$ cat src/rtl/memacc_tx_if.sv
// -----------------------------------------------------------------------------
// memacc_tx_if
// Request bus between the memory-access request stage (memacc_tx) and the
// data memory / cache.
//
// Signals (mapping to the block-level port names in brackets):
//   req    [mem_req_o]    request to mem/cache, held until gnt
//   we     [mem_we_o]     1 = write, 0 = read
//   addr   [mem_addr_o]   word address, low two bits always 0
//   be     [mem_be_o]     byte enables, be[3] selects bits [31:24] (big endian)
//   wdata  [mem_wdata_o]  store data already placed in its byte lane(s)
//   gnt    [mem_gnt_i]    mem/cache accepts the request this cycle
//
// Modports:
//   master  the request stage (drives req/we/addr/be/wdata, samples gnt)
//   slave   the memory side   (samples the request, drives gnt)
// -----------------------------------------------------------------------------
interface memacc_tx_if;
    logic        req;
    logic        we;
    logic [31:0] addr;
    logic [3:0]  be;
    logic [31:0] wdata;
    logic        gnt;

    modport master (
        output req,
        output we,
        output addr,
        output be,
        output wdata,
        input  gnt
    );

    modport slave (
        input  req,
        input  we,
        input  addr,
        input  be,
        input  wdata,
        output gnt
    );
endinterface : memacc_tx_if

$ cat src/rtl/memacc_tx.sv
// -----------------------------------------------------------------------------
// memacc_tx
// Memory-access request stage between execute and the data mem/cache,
// upstream of memacc_rx. Latches one load/store per cycle, checks alignment,
// builds the word address, big-endian byte enables and lane-placed write data,
// holds the request until granted while stalling the pipeline, and hands the
// read sideband (scope/sign/lsb2) to memacc_rx in the cycle the read data is
// due.
//
// Parameters:
//   TIMEOUT_CYCLES  grant-wait limit in cycles, legal 2..255; only has an
//                   effect when MEMACC_TIMEOUT_EN is defined.
//
// Build option:
//   MEMACC_TIMEOUT_EN  when defined, a request waiting TIMEOUT_CYCLES cycles
//                      without grant is dropped and bus_err_o pulses once.
//                      When undefined the stage waits for grant indefinitely
//                      and bus_err_o is tied to 0.
//
// Ports:
//   clk          in   clock, rising edge
//   rst_n        in   asynchronous active-low reset
//   req_valid_i  in   execute presents a memory op this cycle
//   re_i         in   op is a load
//   we_i         in   op is a store (wins over re_i)
//   scope_i      in   2'b00 byte, 2'b01 half, 2'b11 word, 2'b10 illegal
//   signed_i     in   load sign-extends
//   addr_i       in   byte address
//   wdata_i      in   store data, right-justified
//   mem          bus  memacc_tx_if.master (req/we/addr/be/wdata out, gnt in)
//   ren_o        out  to memacc_rx: read data due this cycle (one-cycle pulse)
//   scope_o      out  to memacc_rx: scope of the granted load
//   signed_o     out  to memacc_rx: sign flag of the granted load
//   addr_lsb2_o  out  to memacc_rx: byte offset of the granted load
//   misalign_o   out  one-cycle pulse: misaligned/illegal op dropped
//   bad_addr_o   out  offending address, valid with misalign_o
//   bus_err_o    out  one-cycle pulse: grant timeout
//   stall_req_o  out  freeze upstream pipeline (combinational)
// -----------------------------------------------------------------------------
module memacc_tx #(
    parameter int unsigned TIMEOUT_CYCLES = 16
) (
    input  logic         clk,
    input  logic         rst_n,

    input  logic         req_valid_i,
    input  logic         re_i,
    input  logic         we_i,
    input  logic [1:0]   scope_i,
    input  logic         signed_i,
    input  logic [31:0]  addr_i,
    input  logic [31:0]  wdata_i,

    memacc_tx_if.master  mem,

    output logic         ren_o,
    output logic [1:0]   scope_o,
    output logic         signed_o,
    output logic [1:0]   addr_lsb2_o,
    output logic         misalign_o,
    output logic [31:0]  bad_addr_o,
    output logic         bus_err_o,
    output logic         stall_req_o
);

    typedef enum logic {
        IDLE = 1'b0,
        REQ  = 1'b1
    } state_t;

    localparam logic [1:0] SCOPE_BYTE = 2'b00;
    localparam logic [1:0] SCOPE_HALF = 2'b01;
    localparam logic [1:0] SCOPE_WORD = 2'b11;

    if (TIMEOUT_CYCLES < 2 || TIMEOUT_CYCLES > 255) begin : g_bad_timeout
        $error("memacc_tx: TIMEOUT_CYCLES must lie in 2..255");
    end

    state_t      state;

    // Sideband of the request currently on the bus, forwarded to memacc_rx
    // only once a load is granted.
    logic [1:0]  cur_scope;
    logic        cur_signed;
    logic [1:0]  cur_lsb2;

    logic        granted;
    logic        can_accept;
    logic        accept;
    logic        aligned;
    logic [3:0]  be_next;
    logic [31:0] wdata_next;

    // -------------------------------------------------------------------------
    // Request decode: alignment, byte enables and lane placement
    // -------------------------------------------------------------------------
    assign granted    = (state == REQ) && mem.gnt;
    assign can_accept = (state == IDLE) || granted;
    assign accept     = req_valid_i && (re_i || we_i) && can_accept;

    // NOTE: every signal driven here gets a default first so no path leaves it
    // unassigned; otherwise synthesis infers a latch.
    always_comb begin
        aligned    = 1'b0;
        be_next    = 4'b0000;
        wdata_next = wdata_i;
        unique case (scope_i)
            SCOPE_BYTE: begin
                aligned    = 1'b1;
                // Big endian: byte offset 0 lives in bits [31:24].
                be_next    = 4'b1000 >> addr_i[1:0];
                wdata_next = {4{wdata_i[7:0]}};
            end
            SCOPE_HALF: begin
                aligned    = ~addr_i[0];
                be_next    = addr_i[1] ? 4'b0011 : 4'b1100;
                wdata_next = {2{wdata_i[15:0]}};
            end
            SCOPE_WORD: begin
                aligned    = (addr_i[1:0] == 2'b00);
                be_next    = 4'b1111;
                wdata_next = wdata_i;
            end
            default: begin
                // scope 2'b10 is never a legal access
                aligned    = 1'b0;
                be_next    = 4'b0000;
                wdata_next = wdata_i;
            end
        endcase
    end

    // Upstream must hold while a request is outstanding and not being granted.
    assign stall_req_o = (state == REQ) && !mem.gnt;

    // -------------------------------------------------------------------------
    // Request FSM with registered bus and sideband outputs
    // -------------------------------------------------------------------------
`ifdef MEMACC_TIMEOUT_EN
    localparam logic [7:0] TMO_LAST = 8'(TIMEOUT_CYCLES - 1);

    logic [7:0] tmo_cnt;
`endif

    // NOTE: state registers use non-blocking assignments so every flop samples
    // the pre-edge values; blocking here would create order-dependent races.
    always_ff @(posedge clk or negedge rst_n) begin
        if (!rst_n) begin
            // NOTE: the bus and sideband registers are reset as well as the
            // control state, because a reset mid-wait must leave the bus idle
            // and every output at 0 immediately, not after the next edge.
            state       <= IDLE;
            mem.req     <= 1'b0;
            mem.we      <= 1'b0;
            mem.addr    <= '0;
            mem.be      <= '0;
            mem.wdata   <= '0;
            cur_scope   <= '0;
            cur_signed  <= 1'b0;
            cur_lsb2    <= '0;
            ren_o       <= 1'b0;
            scope_o     <= '0;
            signed_o    <= 1'b0;
            addr_lsb2_o <= '0;
            misalign_o  <= 1'b0;
            bad_addr_o  <= '0;
`ifdef MEMACC_TIMEOUT_EN
            bus_err_o   <= 1'b0;
            tmo_cnt     <= '0;
`endif
        end else begin
            ren_o      <= 1'b0;
            misalign_o <= 1'b0;
`ifdef MEMACC_TIMEOUT_EN
            bus_err_o  <= 1'b0;
`endif

            if (granted) begin
                state   <= IDLE;
                mem.req <= 1'b0;
                // Read data returns the cycle after a load grant; the sideband
                // is refreshed only then and otherwise keeps its last value.
                if (!mem.we) begin
                    ren_o       <= 1'b1;
                    scope_o     <= cur_scope;
                    signed_o    <= cur_signed;
                    addr_lsb2_o <= cur_lsb2;
                end
            end
`ifdef MEMACC_TIMEOUT_EN
            else if (state == REQ) begin
                if (tmo_cnt == TMO_LAST) begin
                    state     <= IDLE;
                    mem.req   <= 1'b0;
                    bus_err_o <= 1'b1;
                end else begin
                    tmo_cnt <= tmo_cnt + 8'd1;
                end
            end
`endif

            // A new op accepted in the grant cycle overrides the return to
            // IDLE above, giving one request per cycle back-to-back.
            if (accept) begin
                if (aligned) begin
                    state      <= REQ;
                    mem.req    <= 1'b1;
                    mem.we     <= we_i;
                    mem.addr   <= {addr_i[31:2], 2'b00};
                    mem.be     <= be_next;
                    mem.wdata  <= wdata_next;
                    cur_scope  <= scope_i;
                    cur_signed <= signed_i;
                    cur_lsb2   <= addr_i[1:0];
`ifdef MEMACC_TIMEOUT_EN
                    tmo_cnt    <= '0;
`endif
                end else begin
                    misalign_o <= 1'b1;
                    bad_addr_o <= addr_i;
                end
            end
        end
    end

`ifndef MEMACC_TIMEOUT_EN
    assign bus_err_o = 1'b0;
`endif

endmodule : memacc_tx

$ cat src/flat_wrapper.sv
// flat-port wrapper written by rule: the top's interface ports become plain ports
module memacc_tx_flat 
#(
    parameter int unsigned TIMEOUT_CYCLES = 16
)
  (clk, rst_n, req_valid_i, re_i, we_i, scope_i, signed_i, addr_i, wdata_i, ren_o, scope_o, signed_o, addr_lsb2_o, misalign_o, bad_addr_o, bus_err_o, stall_req_o, mem_req, mem_we, mem_addr, mem_be, mem_wdata, mem_gnt);
  memacc_tx_if mem_i ();
  input  logic clk;
  input  logic rst_n;
  input  logic req_valid_i;
  input  logic re_i;
  input  logic we_i;
  input  logic [1:0] scope_i;
  input  logic signed_i;
  input  logic [31:0] addr_i;
  input  logic [31:0] wdata_i;
  output logic ren_o;
  output logic [1:0] scope_o;
  output logic signed_o;
  output logic [1:0] addr_lsb2_o;
  output logic misalign_o;
  output logic [31:0] bad_addr_o;
  output logic bus_err_o;
  output logic stall_req_o;
  output wire logic [$bits(mem_i.req)-1:0] mem_req;
  output wire logic [$bits(mem_i.we)-1:0] mem_we;
  output wire logic [$bits(mem_i.addr)-1:0] mem_addr;
  output wire logic [$bits(mem_i.be)-1:0] mem_be;
  output wire logic [$bits(mem_i.wdata)-1:0] mem_wdata;
  input wire logic [$bits(mem_i.gnt)-1:0] mem_gnt;
  assign mem_req = mem_i.req;
  assign mem_we = mem_i.we;
  assign mem_addr = mem_i.addr;
  assign mem_be = mem_i.be;
  assign mem_wdata = mem_i.wdata;
  assign mem_i.gnt = mem_gnt;
  memacc_tx #(.TIMEOUT_CYCLES(TIMEOUT_CYCLES)) u_core (.clk(clk), .rst_n(rst_n), .req_valid_i(req_valid_i), .re_i(re_i), .we_i(we_i), .scope_i(scope_i), .signed_i(signed_i), .addr_i(addr_i), .wdata_i(wdata_i), .mem(mem_i), .ren_o(ren_o), .scope_o(scope_o), .signed_o(signed_o), .addr_lsb2_o(addr_lsb2_o), .misalign_o(misalign_o), .bad_addr_o(bad_addr_o), .bus_err_o(bus_err_o), .stall_req_o(stall_req_o));
endmodule
$ cat config.mk
export PLATFORM = sky130hd
export DESIGN_NAME = memacc_tx_flat
export DESIGN_NICKNAME = d
export VERILOG_FILES = /design/src/rtl/memacc_tx_if.sv /design/src/rtl/memacc_tx.sv /design/src/flat_wrapper.sv
export SDC_FILE = /design/constraint.sdc
export NUM_CORES = 1
export LEC_CHECK = 0
export BUFFER_PORTS_ARGS = -buffer_cell sky130_fd_sc_hd__buf_2
export CORE_ASPECT_RATIO = 1.2
export CORE_MARGIN = 8
export CORE_UTILIZATION = 49
export DETAILED_ROUTE_END_ITERATION = 16
export GPL_ROUTABILITY_DRIVEN = 0
export GPL_TIMING_DRIVEN = 0
export PLACE_DENSITY = 0.87
export SYNTH_ARGS = -nofsm -noshare
export SYNTH_HDL_FRONTEND = slang
export SYNTH_SLANG_ARGS = --single-unit
export TNS_END_PERCENT = 50
$ cat constraint.sdc
create_clock -name clk -period 2.45 [get_ports clk]
set_input_delay 0 -clock clk [delete_from_list [all_inputs] [get_ports clk]]
set_output_delay 0 -clock clk [all_outputs]
set_load 0.005 [all_outputs]
Yosys cells after proc, flatten, opt, wreduce, memory -nomap -nowiden
Index checks and enable logic that the tools add are counted. Widths: inputs -> output; s select.

Equality and inequality tests: 2. Shift-type cells: 1. Mux-type cells: 14. Bitwise gates (word level): 4. Reduce and logical (&&, ||, !) cells: 12.

Operators with widths (number): $pmux 32 s2 (1); $pmux 4 s3 (1); $mux 1 (10); $reduce_and 2->1 (3); $logic_and 1x1->1 (4); $logic_not 2->1 (2); $mux 4 (1); $not 1->1 (4); $shr 4x2->4 const A (1); $pmux 1 s3 (1); $eq 2x1->1 const B (1); $eq 2x2->1 const B (1); $logic_or 1x1->1 (2); $logic_not 1->1 (1).

Register bits after elaboration: 113. Input port bits: 73. Output and inout port bits: 111. Word-level logic and storage cells: 48.

Depth between registers and ports, before layout
Depth in word-level cells: 4. Depth in mapped cells: 7. Depth with buffers taken out: 4.

Least setup slack after synthesis
Ideal clock, no wire load.

Path kind: flip-flop to flip-flop. From: register u_core.state. To: register u_core.bad_addr_o[10]. Setup time: 0.125 ns. Arrival time: 1.652 ns. Required time: 2.325 ns. Path slack: 0.673 ns. Stages on the path, launching flop included: 8. Path buffers: 3. Period minus slack after synthesis: 1.777 ns. Path through: dfrtp_1 nor2b_4 buf_6 or2_1 buf_6 nor2_4 buf_12 mux2_4.

Word-level cells in the longest chain between the ends: 4. Elaborated cells on any way between the ends: 5. Those cells by class: bitwise: 1; reduce/logical: 4.

Ends and longest elaborated chain: start: declaration (RTL line memacc_tx.sv:79) `state_t state;`; start signal: assignment (RTL line memacc_tx.sv:152) `state <= IDLE;`; start signal: assignment (RTL line memacc_tx.sv:179) `state <= IDLE;`; start signal: assignment (RTL line memacc_tx.sv:206) `state <= REQ;`; $logic_and 1x1->1 / $not 1->1 (equally long branches) (RTL line memacc_tx.sv:97, memacc_tx.sv:98); $logic_or 1x1->1 * (RTL line memacc_tx.sv:98) `assign can_accept = (state == IDLE) || granted;`; $logic_and 1x1->1 * (RTL line memacc_tx.sv:99) `assign accept = req_valid_i && (re_i || we_i) && can_accept;`; $reduce_and 2->1 (no source line) *; end signal: assignment (RTL line memacc_tx.sv:220) `bad_addr_o <= addr_i;`; end: declaration (RTL line memacc_tx.sv:61) `output logic [31:0] bad_addr_o,`.

Mark *: on every way between the ends. The rest lies on a longest branch, timed or not. A chain may end at the register's enable or synchronous reset.

Final worst setup path
From: register u_core.state. To: register u_core.bad_addr_o[16].

The elaborated chain is that of the path after synthesis.

==> flow_metrics.py <==
metrics = {
    "route": {
        "drc": 0,
        "final_antenna_net_count": 0,
        "drt_iter0_drc": 213,
        "finalWirelength_mm": 15.8,
        "wl_met1_mm": 6.06,
        "dr.pass1.iters": 4,
        "vias": 4337,
        "dr.max_layer_used": "met4",
        "wl_met2_mm": 8.07,
        "wl_per_cell_microns": 18.8,
        "avgViaCountPerCell": 5.14,
        "route.met3.wl_mm": 1.52,
    },
    "cts": {
        "cts-root-buf": "clkbuf_16",
        "clock_latency_ns": 0.40,
        "cts_tree": "built",
        "cts_resized": 0,
        "path_clk_slew_ns": 0.05,
        "cts_num_sinks": 113,
        "cts_hold_buf": 68,
        "cts-buffers-inserted": 17,
        "post-cts-setup-buffers": 0,
        "cts_max_path_buffers": 2,
        "htree_levels": 4,
    },
    "setup_path": {
        "critPathRequiredTime_ns": 2.73,
        "path_class": "flip-flop to flip-flop",
        "cpMostUsedCell": "buf_6",
        "crit-reg2reg-launch": "u_core.state",
        "startpoint_type": "flip-flop",
        "max_stage_delay_ns": 0.37,
        "endpoint_kind": "flip-flop",
        "critPathSlowestCell": "dfrtp_1",
        "crit_arrival_ns": 2.25,
        "cp_cell_sequence": "nor2b_4 -> buf_6 -> or2_1 -> buf_6 -> nor2_4 -> buf_12 -> mux2_4",
        "crit_path_max_fanout": 10,
        "cp-startpoint": "u_core.state",
    },
    "power_and_ir_drop": {
        "seq_power_share_pct": 40.7,
        "ir_worst_vdd_uv": 556,
        "power_mw": 6.27,
        "swShare_pct": 27.9,
        "intPower_mw": 4.52,
        "leakage_nw": 3.77,
        "comb_power_share_pct": 22.9,
        "p_clk_share_pct": 36.4,
        "power_per_cell_area_nw_per_um2": 873,
        "switchingPower_mw": 1.75,
    },
    "timing": {
        "maxSlewViolCount": 0,
        "post-route-min-period_ns": 1.97,
        "hold_violations": 0,
        "slew_headroom_pct": 38.1,
        "fin_skew_ns": 0.00679,
        "setup-violations-final": 0,
        "rsz0062_at_grt": "no",
        "fin_setup_tns_ns": 0,
        "fmax_mhz": 507,
        "worst_pin_slew_ns": 0.928,
        "whs_ns": 0.114,
        "fin_crit_sh_pct": 80.5,
    },
    "global_route": {
        "antenna_found_initial": 0,
        "grt_max_degree": 73,
        "grt_pass1_wl_mm": 25.5,
        "grt_pass1_vias": 4817,
        "grt_use_total_pct": 24.2,
        "grt_overflow": 0,
    },
    "floorplanning": {
        "start_util_pct": 49.4,
        "ios": 184,
        "die_height_microns": 125,
        "fp.dieW_microns": 107,
        "rows": 40,
        "die_area_sq_um": 13400,
        "coreArea_sq_um": 9860,
    },
    "yosys": {
        "ys_ff_latch": 113,
        "synth-main-ff-cell": "dfrtp_1",
        "syn_area_sq_um": 4870,
        "synth_area_leaders": "dfrtp_1 (58%), nand2_1 (12%), mux2_4 (8.9%), mux2i_1 (4.9%), o21ai_0 (2.5%)",
        "syn-instance-count": 437,
        "synthArstFlopShare_pct": 100,
        "netlist_top_cells_count": "nand2_1 (157), dfrtp_1 (113), mux2_4 (29), mux2i_1 (24), o21ai_0 (24)",
        "yosys.area.top_type": "dfrtp_1",
        "ys_warn_count": 0,
        "yosysMostFrequentCell": "nand2_1",
        "synth_edf_count": 0,
        "synth_top_area_share_pct": 58.1,
        "ys_types": 32,
        "avgSynthCellArea_sq_um": 11.1,
        "ys_seq_area_share_pct": 58.1,
    },
    "finish": {
        "fin_area_sq_um": 7180,
        "syn_to_final_growth_pct": 47.5,
        "diodes": 0,
        "nFillCells": 615,
        "nNetsFinal": 777,
        "layout-drive-gt1-share_pct": 38.2,
    },
    "placed_design": {
        "portBuffers": 177,
        "dp_hpwl_mm": 10.6,
        "post_dp_cell_area_sq_um": 5940,
    },
    "min_path": {
        "min_from": "scope_i[1]",
        "min_path_type": "input port to flip-flop",
    },
    "job": {
        "max_cap_viol_count": 0,
    },
    "run_status": {
        "outcome": "finished, final reports clean",
    },
}
metal layers:
layer / GRT usage (%) / vias to the layer above
li1: - / 1963
met1: 26.6 / 2137
met3: 9.97 / 17
met5: 0 / -
met2: 40.9 / 220
met4: 8.38 / 0
cell type report:
cell class | instances | area (sq um) | share of cell area [%]
inverter | 4 | 15.0 | 0.209
multi-input combinational | 292 | 1800 | 25.1
clock inverter | 10 | 85.1 | 1.19
buffer | 30 | 231 | 3.22
timing repair buffer | 246 | 1590 | 22.1
clock buffer | 22 | 474 | 6.61
tap | 126 | 158 | 2.20
sequential | 113 | 2830 | 39.4
cells by family (layout without fill, tap and decap cells):
logic type	after synthesis	count (layout)	synth area share, %
flip-flops	113	113	58.1
XOR/XNOR	1	1	0.180
buffers and inverters	34	312	5.07
multiplexers	61	61	15.7
other	1	3	0.0771
AND/OR/NAND/NOR	180	180	15.0
AO/OA/AOI/OAI	47	47	5.81
sequential cells by signal, indices dropped and copies added, names as in the netlist:
| signal | flops |
|---|---|
| u_core.addr_lsb2_o | 2 |
| u_core.bad_addr_o | 32 |
| u_core.cur_lsb2 | 2 |
| u_core.cur_scope | 2 |
| u_core.cur_signed | 1 |
| u_core.mem.addr | 30 |
| u_core.mem.be | 4 |
| u_core.mem.req | 1 |
| u_core.mem.wdata | 32 |
| u_core.mem.we | 1 |
| u_core.misalign_o | 1 |
| u_core.ren_o | 1 |
| u_core.scope_o | 2 |
| u_core.signed_o | 1 |
| u_core.state | 1 |
through the flow:
step	setup WS, ns	instances	utilization [%]
3_5_place_dp	0.458	743	60.2
3_3_place_gp	0.169	742	60.0
4_1_cts	0.447	843	72.8
6_report	0.479	843	72.8
5_1_grt	0.386	843	72.8
2_1_floorplan	0.673	439	-
power groups by stage:
stage	combinational, mW	clock, mW	sequential, mW
after detailed placement	1.34	0	2.56
after global placement	1.29	0	2.53
after CTS	1.43	2.32	2.54
after floorplan	0.581	0	2.58
after global routing	1.58	2.41	2.60
final	1.44	2.28	2.55
final timing paths:
| kind | endpoint | slack (ns) | depth (start not counted) |
|---|---|---|---|
| setup / recovery | u_core.bad_addr_o[16] | 0.48 | 7 |
| hold / removal | u_core.mem.be[1] | 0.11 | 3 |
| setup reg to reg | u_core.bad_addr_o[16] | 0.48 | 7 |
| hold reg to reg | u_core.mem.wdata[6] | 0.47 | 2 |
| max in group asynchronous | u_core.mem.wdata[13] | 1.41 | 3 |
| min in group asynchronous | u_core.bad_addr_o[25] | 0.29 | 2 |
worst max-delay path: cells and delay by family, from the launching register on:
family | cells | cell delay (ns)
buf+inv | 3 | 0.48
mux | 1 | 0.31
flops | 1 | 0.37
simple gates | 3 | 0.69
cell usage in the layout, fill, tap and decap left out, types with 2 or more instances in the layout:
cell type / instances
clkbuf_1: 10
buf_2: 184
clkinvlp_4: 4
dlygate4sd3_1: 68
clkbuf_8: 3
o21ai_1: 5
buf_4: 7
mux2i_1: 24
clkinv_2: 5
dfrtp_1: 113
nand2b_1: 4
buf_6: 5
a21oi_1: 11
buf_12: 4
conb_1: 3
o21ai_0: 24
o221ai_1: 2
o311ai_0: 2
inv_1: 4
clkbuf_16: 17
mux2_2: 8
nand2_1: 157
nor2_1: 10
mux2_4: 29
Note: power is estimated with default switching activity, not from simulation.
